### config.mk
export PLATFORM = sky130hd
export DESIGN_NAME = perf_counter_bank
export DESIGN_NICKNAME = d
export VERILOG_FILES = /design/src/rtl/perf_counter_bank.sv
export SDC_FILE = /design/constraint.sdc
export NUM_CORES = 1
export LEC_CHECK = 0
export ABC_AREA = 1
export CORE_MARGIN = 2
export CORE_UTILIZATION = 29
export DETAILED_ROUTE_END_ITERATION = 6
export PLACE_DENSITY_LB_ADDON = 0.08
export SYNTH_ARGS = -nofsm -noshare
export SYNTH_HDL_FRONTEND = slang
export SYNTH_SLANG_ARGS = --single-unit
export TNS_END_PERCENT = 20
### constraint.sdc
create_clock -name i_clock -period 5.5 [get_ports i_clock]
set_clock_uncertainty 0.2 [all_clocks]
set_input_delay 1.65 -clock i_clock [delete_from_list [all_inputs] [get_ports i_clock]]
set_output_delay 1.65 -clock i_clock [all_outputs]
set_load 0.03 [all_outputs]
### src/rtl/perf_counter_bank.sv
// Bank of independent event counters with sticky overflow, per-channel clear/load,
// a snapshot copy into shadow registers, and a single muxed readout port.
// Latency: o_rd_value is registered, 1 cycle after i_rd_sel/i_rd_snap are sampled.
// Backpressure: none; every strobe is acted on at the edge it is sampled.
//
// Ports:
//   i_clock, i_reset      single clock, synchronous active-high reset
//   i_enable              global increment gate (does not affect clear/load/snapshot/read)
//   i_event[CHANNELS]     per-channel increment strobes
//   i_clear[CHANNELS]     per-channel clear (count and overflow)
//   i_load, i_load_sel,   write i_load_value into one channel; out-of-range select ignored
//   i_load_value
//   i_snapshot            copy every live count into its shadow register
//   i_rd_sel, i_rd_snap   readout select (live or shadow); out-of-range select reads 0
//   o_rd_value            registered readout
//   o_overflow            sticky per-channel overflow flags
module perf_counter_bank #(
    parameter int WIDTH    = 16,
    parameter int CHANNELS = 4,
    parameter int SATURATE = 0,
    localparam int SEL_W   = (CHANNELS > 1) ? $clog2(CHANNELS) : 1
) (
    input  logic                i_clock,
    input  logic                i_reset,
    input  logic                i_enable,
    input  logic [CHANNELS-1:0] i_event,
    input  logic [CHANNELS-1:0] i_clear,
    input  logic                i_load,
    input  logic [SEL_W-1:0]    i_load_sel,
    input  logic [WIDTH-1:0]    i_load_value,
    input  logic                i_snapshot,
    input  logic [SEL_W-1:0]    i_rd_sel,
    input  logic                i_rd_snap,
    output logic [WIDTH-1:0]    o_rd_value,
    output logic [CHANNELS-1:0] o_overflow
);

    localparam logic [WIDTH-1:0] CNT_MAX = '1;

    logic [WIDTH-1:0]    r_count  [CHANNELS];
    logic [WIDTH-1:0]    r_shadow [CHANNELS];
    logic [CHANNELS-1:0] r_overflow;
    logic [WIDTH-1:0]    r_rd_value;
    logic [WIDTH-1:0]    w_rd_mux;

    // Readout mux built as a compare per channel, so a select beyond the last
    // channel (non power-of-two bank) falls through to the zero default.
    always_comb begin
        w_rd_mux = '0;
        for (int i = 0; i < CHANNELS; i++) begin
            if (i_rd_sel == SEL_W'(i)) begin
                w_rd_mux = i_rd_snap ? r_shadow[i] : r_count[i];
            end
        end
    end

    always_ff @(posedge i_clock) begin
        if (i_reset) begin
            for (int i = 0; i < CHANNELS; i++) begin
                r_count[i]  <= '0;
                r_shadow[i] <= '0;
            end
            r_overflow <= '0;
            r_rd_value <= '0;
        end else begin
            for (int i = 0; i < CHANNELS; i++) begin
                // Shadow takes the pre-edge count, independent of what the
                // channel itself does this cycle.
                if (i_snapshot) begin
                    r_shadow[i] <= r_count[i];
                end

                if (i_clear[i]) begin
                    r_count[i]    <= '0;
                    r_overflow[i] <= 1'b0;
                end else if (i_load && (i_load_sel == SEL_W'(i))) begin
                    r_count[i]    <= i_load_value;
                    r_overflow[i] <= 1'b0;
                end else if (i_enable && i_event[i]) begin
                    if (r_count[i] == CNT_MAX) begin
                        r_overflow[i] <= 1'b1;
                        r_count[i]    <= (SATURATE != 0) ? CNT_MAX : '0;
                    end else begin
                        r_count[i] <= r_count[i] + WIDTH'(1);
                    end
                end
            end
            r_rd_value <= w_rd_mux;
        end
    end

    assign o_rd_value = r_rd_value;
    assign o_overflow = r_overflow;

endmodule

==> impl_metrics.yaml, run 1 <==
status:
  status: "finished, final reports clean"
grt:
  grtUsageMet2_pct: 26.8
  grt.busiest_layer: "met1"
  grt_pass1_wl_mm: 40.5
  met3_usage_pct: 2.89
  groute.usage.overall_pct: 18.1
  antenna_found_initial: 0
  grt_overflow: 0
  grt_pass1_vias: 6441
  grt_start_max_net_pins: 65
  met1_usage_pct: 27.1
power:
  p_leak_uw: 0.00396
  power_frac_clock_pct: 43.2
  peakVddDrop_uv: 163
  p_sw_uw: 787
  cellPowerDensity_mw_per_mm2: 292
  swShare_pct: 27.5
  combinationalPowerShare_pct: 10.2
  pwr-share-seq_pct: 46.6
  intPower_uw: 2070
finish:
  final_util_pct: 34.4
  area_delta_synth_final_pct: 17.8
  layout_common_cells: "nand2_1, nor2_1, edfxtp_1"
  num-nets-final: 1115
  fillers: 3072
  design_area_mm2: 0.00980
  final_common_cell: "nand2_1"
  drive_gt1_share_pct: 7.16
  antenna_cells: 0
yosys:
  yosys_warnings: 0
  synthFlopType: "edfxtp_1"
  yosys.area.top_type: "edfxtp_1"
  yosys.area.top_type_share_pct: 46.2
  synth_area_per_cell_um2: 8.08
  ys_seq_area_share_pct: 51.0
  synth_seq_cells: 148
  synth_area_mm2: 0.00832
  yosys.cell_types.count: 27
  netlist_instances: 1030
  syn_nets: 1068
  synthArstFlopShare_pct: 0
  synth-edff-count: 128
  synthTopCellsByArea: "edfxtp_1, nand2_1, nor2_1"
sta:
  fin_ws_ns: 1.68
  period_share_pct: 69.4
  totalNegativeSetupSlack_ns: 0
  layout_min_cycle_time_ns: 3.82
  max_freq_ghz: 0.262
  rsz0062_at_grt: "false"
  finalHoldViolations: 0
  final_max_slew_viol_count: 0
  relSlewSlack_pct: 41.2
  setup_viol: 0
  timing.hold.ws_ns: 0.258
  tightestPinTransition_ns: 0.880
placed_design:
  place.gp.congestion: 0.813
  portBuffers: 53
  placed_area_mm2: 0.00919
  place_ws_ns: 1.23
  dpl.hpwl_mm: 19.8
die:
  pin_count: 54
  die-area_mm2: 0.0301
  rows: 62
  die_y_um: 173
  initial_core_util_pct: 29.2
  design.core.area_mm2: 0.0285
  die_w_um: 173
critical_path:
  slowest_delay_ns: 0.83
  cp_max_fo: 49
  timing.rr.start: "r_count[3][0]"
  startpoint: "i_reset"
  crit_family: "buffers and inverters"
  crit_chain: "clkdlybuf4s50_1 > buf_4 > or2_2 > buf_12"
  required_ns: 5.39
  cp_slowest_cell: "clkdlybuf4s50_1"
  cp-end-kind: "flip-flop"
  arrival_ns: 3.71
  critPathKind: "primary input to flip-flop"
  critPathLaunchType: "primary input"
  crit_buf_inv: 3
cts:
  holdBufCountCts: 0
  postCtsSetupBuffers: 0
  clock_sinks: 148
  worstSkewPairLatency_ns: 0.43
  clk_path_buf_depth: 2
  ctsHtreeMaxLevel: 4
  cts_root_buf: "clkbuf_16"
  postCtsResizedCells: 0
  cts_buffers: 17
  path_clk_slew_ns: 0.07
  cts_tree: "built"
drt:
  vias: 6671
  dr.first_iter.drc_count: 589
  vias_per_cell: 4.53
  drt_pass1_iterations: 5
  drc: 0
  wirelength_mm: 26.6
  wl_per_cell_um: 18.1
  drtAntennaViolNets: 0
min_path:
  min_path_type: "flip-flop to flip-flop"
  hp-start: "o_overflow[3]"
run:
  cap_violations: 0
[sequential cells by signal (all words and copies together), names as in the netlist]
name and count:
r_count 64, r_shadow 64, o_rd_value 16, o_overflow 4
[per-layer routing]
layer	part of all wire, %	wire (µm)
met1	52	13900
met2	42	11200
met3	3.9	1030
met4	1.7	463
met5	0	0
[cells by family after synthesis]
kind of cell / count (synthesis) / synth area share [%]
compound gates: 100 / 7.01
simple gates: 616 / 31.2
xor+xnor: 30 / 3.16
fa+ha+maj: 4 / 0.602
buf+inv: 132 / 7.04
flops: 148 / 51.0
[area by class of cell]
type                    count  area [µm²]  area share [%]
clock inverters            14         165            1.69
repair buffers             62         611            6.23
flip-flops and latches    148        4240            43.3
clock buffers              18         439            4.48
well taps                 384         480            4.90
multi-input cells         750        3490            35.6
inverters                  98         368            3.76
[worst paths after layout]
| kind | slack (ns) | to | cells after the start |
|---|---|---|---|
| worst max-delay path | 1.68 | r_shadow[0][10] | 4 |
| worst min-delay path | 0.26 | o_overflow[3] | 2 |
| worst max register to register | 3.30 | r_count[3][7] | 8 |
| worst min register to register | 0.26 | o_overflow[3] | 2 |
[synthesized netlist by cell type, types with 6 or more instances]
master	instances
buf_6	7
inv_1	95
nor2_1	153
buf_2	12
edfxtp_1	128
clkbuf_1	9
o211ai_1	24
xor2_1	30
dfxtp_1	20
a21oi_1	18
nand2_1	375
nand2_2	9
a31oi_1	7
nor2_4	8
nand3_1	43
nand4_1	11
buf_4	6
o21ai_0	44
[worst reg2reg max path, cell delays in order, from the launching register on]
cell	delay (ns)
edfxtp_1	0.47
ha_1	0.33
inv_1	0.09
nor2_2	0.05
nand2_2	0.11
nor2_4	0.06
nor3_4	0.53
nand2_1	0.12
nand2_1	0.10
[power groups by stage]
stage                     sequential (µW)  clock, µW  combinational (µW)
after floorplan                      1360          0                 149
final                                1330       1240                 292
after global routing                 1340       1300                 322
after detailed placement             1360          0                 296
after CTS                            1330       1250                 297
after global placement               1360          0                 296
[through the flow]
| stage | cells | total power (µW) |
|---|---|---|
| after floorplan | 1030 | 1510 |
| after global placement | 1442 | 1650 |
| after detailed placement | 1442 | 1650 |
| after CTS | 1474 | 2880 |
| after global routing | 1474 | 2960 |
| final | 1474 | 2860 |
(Power assumes the default switching activity.)
==> inputs of run 2 (changes only) <==
==> constraint.sdc (replaced) <==
create_clock -name i_clock -period 3.32 [get_ports i_clock]
set_clock_uncertainty 0.2 [all_clocks]
set_input_delay 0.996 -clock i_clock [delete_from_list [all_inputs] [get_ports i_clock]]
set_output_delay 0.996 -clock i_clock [all_outputs]
set_load 0.03 [all_outputs]
==> impl_metrics.yaml, run 2 (synthesized netlist as in run 1, its figures left out) <==
status:
  status: "finished, final reports clean"
cts:
  clock_sinks: 148
  path_clk_slew_ns: 0.07
  cts_buffers: 17
  postCtsSetupBuffers: 0
  clk_path_buf_depth: 2
  ctsHtreeMaxLevel: 4
  worstSkewPairLatency_ns: 0.43
  holdBufCountCts: 0
  cts_root_buf: "clkbuf_16"
  postCtsResizedCells: 0
  cts_tree: "built"
sta:
  relSlewSlack_pct: 49.1
  tightestPinTransition_ns: 0.761
  max_freq_ghz: 0.368
  totalNegativeSetupSlack_ns: 0
  finalHoldViolations: 0
  rsz0062_at_grt: "false"
  period_share_pct: 82.0
  fin_ws_ns: 0.599
  layout_min_cycle_time_ns: 2.72
  setup_viol: 0
  final_max_slew_viol_count: 0
drt:
  dr.first_iter.drc_count: 524
  vias_per_cell: 4.58
  drt_pass1_iterations: 5
  drc: 0
  wirelength_mm: 27.0
  vias: 6830
  drtAntennaViolNets: 0
  wl_per_cell_um: 18.1
finish:
  drive_gt1_share_pct: 8.50
  layout_common_cells: "nand2_1, nor2_1, edfxtp_1"
  num-nets-final: 1131
  final_common_cell: "nand2_1"
  stdcell_count: 1490
  final_util_pct: 34.9
  antenna_cells: 0
  area_delta_synth_final_pct: 19.3
critical_path:
  cp-end-kind: "flip-flop"
  cp_slowest_cell: "clkdlybuf4s50_1"
  crit_chain: "clkdlybuf4s50_1 > inv_1 > nand2_1 > inv_1 > o211ai_1 > nand3_1 > nor2_1 > nor2_1"
  slowest_delay_ns: 0.51
  cp_max_fo: 12
  crit_buf_inv: 3
  arrival_ns: 2.88
  crit_family: "buffers and inverters"
  critPathLaunchType: "primary input"
  required_ns: 3.48
  critPathKind: "primary input to flip-flop"
placed_design:
  place_ws_ns: 0.0914
  place.gp.congestion: 0.813
  portBuffers: 53
  dpl.hpwl_mm: 20.0
  dp_cells: 1458
grt:
  groute.usage.overall_pct: 18.6
  antenna_found_initial: 0
  grt_pass1_vias: 6810
  met3_usage_pct: 2.54
  grt.busiest_layer: "met1"
  grt_overflow: 0
  met1_usage_pct: 28.0
  grtUsageMet2_pct: 27.8
  grt_pass1_wl_mm: 42.1
  grt_start_max_net_pins: 65
die:
  pin_count: 54
  initial_core_util_pct: 29.2
  die-area_mm2: 0.0301
  design.core.area_mm2: 0.0285
  rows: 62
  die_w_um: 173
  die_y_um: 173
min_path:
  min_path_type: "flip-flop to flip-flop"
power:
  p_leak_uw: 0.00403
  cellPowerDensity_mw_per_mm2: 464
  peakVddDrop_uv: 271
run:
  cap_violations: 0
## run 2: cell types whose count changed in the layout (fill, tap and decap cells not counted), sizes merged
| cell | delta |
|---|---|
| bufinv | -2 |
| inv | +1 |
| buf | +16 |
| clkbuf | -1 |
| clkinvlp | +2 |
## run 2: worst register-to-register path, stage by stage, from the launching register on
cell      delay [ns]
edfxtp_1        0.45
ha_1            0.31
inv_1           0.08
nor2_2          0.16
nand2_2         0.12
nor2_4          0.16
nor3_4          0.04
buf_4           0.20
nand2_1         0.08
nand2_1         0.05
## run 2: final timing paths
kind	startpoint	endpoint	slack, ns	cells after the start
worst max-delay path	i_rd_sel[0]	o_rd_value[6]	0.60	8
worst min-delay path	o_overflow[3]	o_overflow[3]	0.25	2
worst max register to register	r_count[3][1]	r_count[3][11]	1.25	9
worst min register to register	o_overflow[3]	o_overflow[3]	0.25	2
## run 2: cell type report
class | instances | area, µm²
multi-input cells | 750 | 3490
inverters | 98 | 368
fillers | 3040 | 18500
repair buffers | 78 | 781
well taps | 384 | 480
clock buffers | 17 | 425
flip-flops and latches | 148 | 4240
clock inverters | 15 | 140
## run 2: through the flow
step                      hold WS (ns)  total power, µW  cell area [µm²]
final                            0.255             4610             9930
after global routing             0.269             4780             9930
after CTS                        0.259             4650             9930
after detailed placement         0.250             2760             9360
after global placement           0.259             2760             9360
after floorplan                  0.296             2500             8320
## run 2: per-layer routing
metal	wire length (µm)	part of all wire, %
met5	0	0
met4	437	1.6
met3	1030	3.8
met2	11500	43
met1	13900	52
## run 2: where the power goes
| group | internal, µW | switching (µW) |
|---|---|---|
| Clock | 989 | 907 |
| Sequential | 2130 | 75.9 |
| Combinational | 164 | 338 |
==> inputs of run 3 (changes only) <==
==> constraint.sdc (replaced) <==
create_clock -name i_clock -period 2.2 [get_ports i_clock]
set_clock_uncertainty 0.2 [all_clocks]
set_input_delay 0.66 -clock i_clock [delete_from_list [all_inputs] [get_ports i_clock]]
set_output_delay 0.66 -clock i_clock [all_outputs]
set_load 0.03 [all_outputs]
==> impl_metrics.yaml, run 3 (synthesized netlist as in run 1, its figures left out) <==
status:
  status: "finished, final reports clean"
drt:
  vias_per_cell: 4.46
  vias: 6886
  drtAntennaViolNets: 0
  wirelength_mm: 27.1
  dr_wl_met3_mm: 1.02
  wl_met1_mm: 14.1
  drt_pass1_iterations: 4
  dr.first_iter.drc_count: 523
  wl_per_cell_um: 17.6
  routed.top_layer: "met4"
  dr_wl_met2_mm: 11.6
  drc: 0
grt:
  grt_overflow: 0
  antenna_found_initial: 0
  grt_start_max_net_pins: 38
  grt_pass1_wl_mm: 41.4
  groute.usage.overall_pct: 18.5
  grt_pass1_vias: 6755
cts:
  clk_path_buf_depth: 2
  path_clk_slew_ns: 0.07
  holdBufCountCts: 0
  worstSkewPairLatency_ns: 0.44
  cts_buffers: 17
  ctsHtreeMaxLevel: 4
  cts_root_buf: "clkbuf_16"
  clock_sinks: 148
  cts_tree: "built"
critical_path:
  cp_max_fo: 15
  cp-end-kind: "flip-flop"
  required_ns: 2.31
  critPathKind: "flip-flop to flip-flop"
  critPathLaunchType: "flip-flop"
  crit_buf_inv: 1
  crit_family: "simple AND/OR/NAND/NOR gates"
  crit_chain: "ha_1 > nand3_2 > inv_1 > nand3_1 > nor2_2 > nor2_4 > nand2_1 > nand2_1"
  slowest_delay_ns: 0.50
  cp_slowest_cell: "edfxtp_1"
  crit_top_cell: "nand2_1"
  arrival_ns: 2.18
finish:
  design_area_mm2: 0.0104
  num-nets-final: 1184
  drive_gt1_share_pct: 12.6
  area_delta_synth_final_pct: 25.6
  antenna_cells: 0
  layout_common_cells: "nand2_1, nor2_1, edfxtp_1"
  fillers: 3057
  final_common_cell: "nand2_1"
placed_design:
  placed_area_mm2: 0.00985
  portBuffers: 53
  dpl.hpwl_mm: 20.9
  place.gp.congestion: 0.824
  place_ws_ns: -0.376
die:
  die_y_um: 173
  die-area_mm2: 0.0301
  design.core.area_mm2: 0.0285
  die_w_um: 173
  pin_count: 54
  initial_core_util_pct: 29.2
  rows: 62
sta:
  final_max_slew_viol_count: 0
  max_freq_ghz: 0.485
  timing.hold.ws_ns: 0.262
  setup_viol: 0
  rsz0062_at_grt: "false"
  totalNegativeSetupSlack_ns: 0
  layout_min_cycle_time_ns: 2.06
  tightestPinTransition_ns: 0.445
  period_share_pct: 93.8
  fin_ws_ns: 0.137
  finalHoldViolations: 0
  relSlewSlack_pct: 70.2
power:
  p_leak_uw: 0.00442
  cellPowerDensity_mw_per_mm2: 686
  peakVddDrop_uv: 510
run:
  cap_violations: 0
min_path:
  min_path_type: "flip-flop to flip-flop"
## run 3: cell count changes in the layout (fill, tap and decap cells not counted), moves of 2 or more
cell	previous run	this run
buf_4	20	64
buf_12	5	14
dlygate4sd2_1	0	20
clkinv_2	0	2
clkbuf_16	17	19
inv_6	5	2
clkdlybuf4s50_1	53	33
## run 3: report_power, final
part | internal (µW) | leakage, µW | switching, µW
combinational | 304 | 0.00253 | 536
clock | 1710 | 0.000285 | 1300
sequential | 3220 | 0.00161 | 103
## run 3: worst paths after layout
check | slack [ns] | startpoint | endpoint | cells past startpoint
max | 0.14 | r_count[0][1] | r_count[0][7] | 8
min reg2reg | 0.26 | o_overflow[3] | o_overflow[3] | 2
max reg2reg | 0.14 | r_count[0][1] | r_count[0][7] | 8
min | 0.26 | o_overflow[3] | o_overflow[3] | 2
## run 3: per-layer routing
metal | vias up | GRT usage, %
li1 | 3576 | -
met1 | 3144 | 27.7
met2 | 142 | 27.5
met3 | 24 | 3.09
met4 | 0 | 4.91
met5 | - | 0
## run 3: tightest hold or removal path: cells and delay by family, from the launching register on
kind	cells	cell delay, ns
buffers and inverters	1	0.05
flip-flops	1	0.32
AO/OA/AOI/OAI	1	0.05
## run 3: repair_timing
action	in CTS	in global routing
setup endpoints to repair	20	16
gates resized for setup	20	0
pin swaps	0	1
setup buffers	0	1
## run 3: final cells by class
cell class              instances  area (µm²)  share of cell area (%)
repair buffers                131        1270                    12.1
flip-flops and latches        148        4240                    40.6
multi-input cells             750        3490                    33.4
inverters                      98         368                    3.52
well taps                     384         480                    4.60
clock buffers                  20         479                    4.59
clock inverters                12         118                    1.13
## run 3: through the flow
stage	utilization, %	total power, µW	instances
floorplan	-	3770	1030
global placement	34.6	4250	1510
detailed placement	34.6	4240	1510
CTS	36.6	7240	1542
global route	36.7	7440	1543
finish	36.7	7170	1543
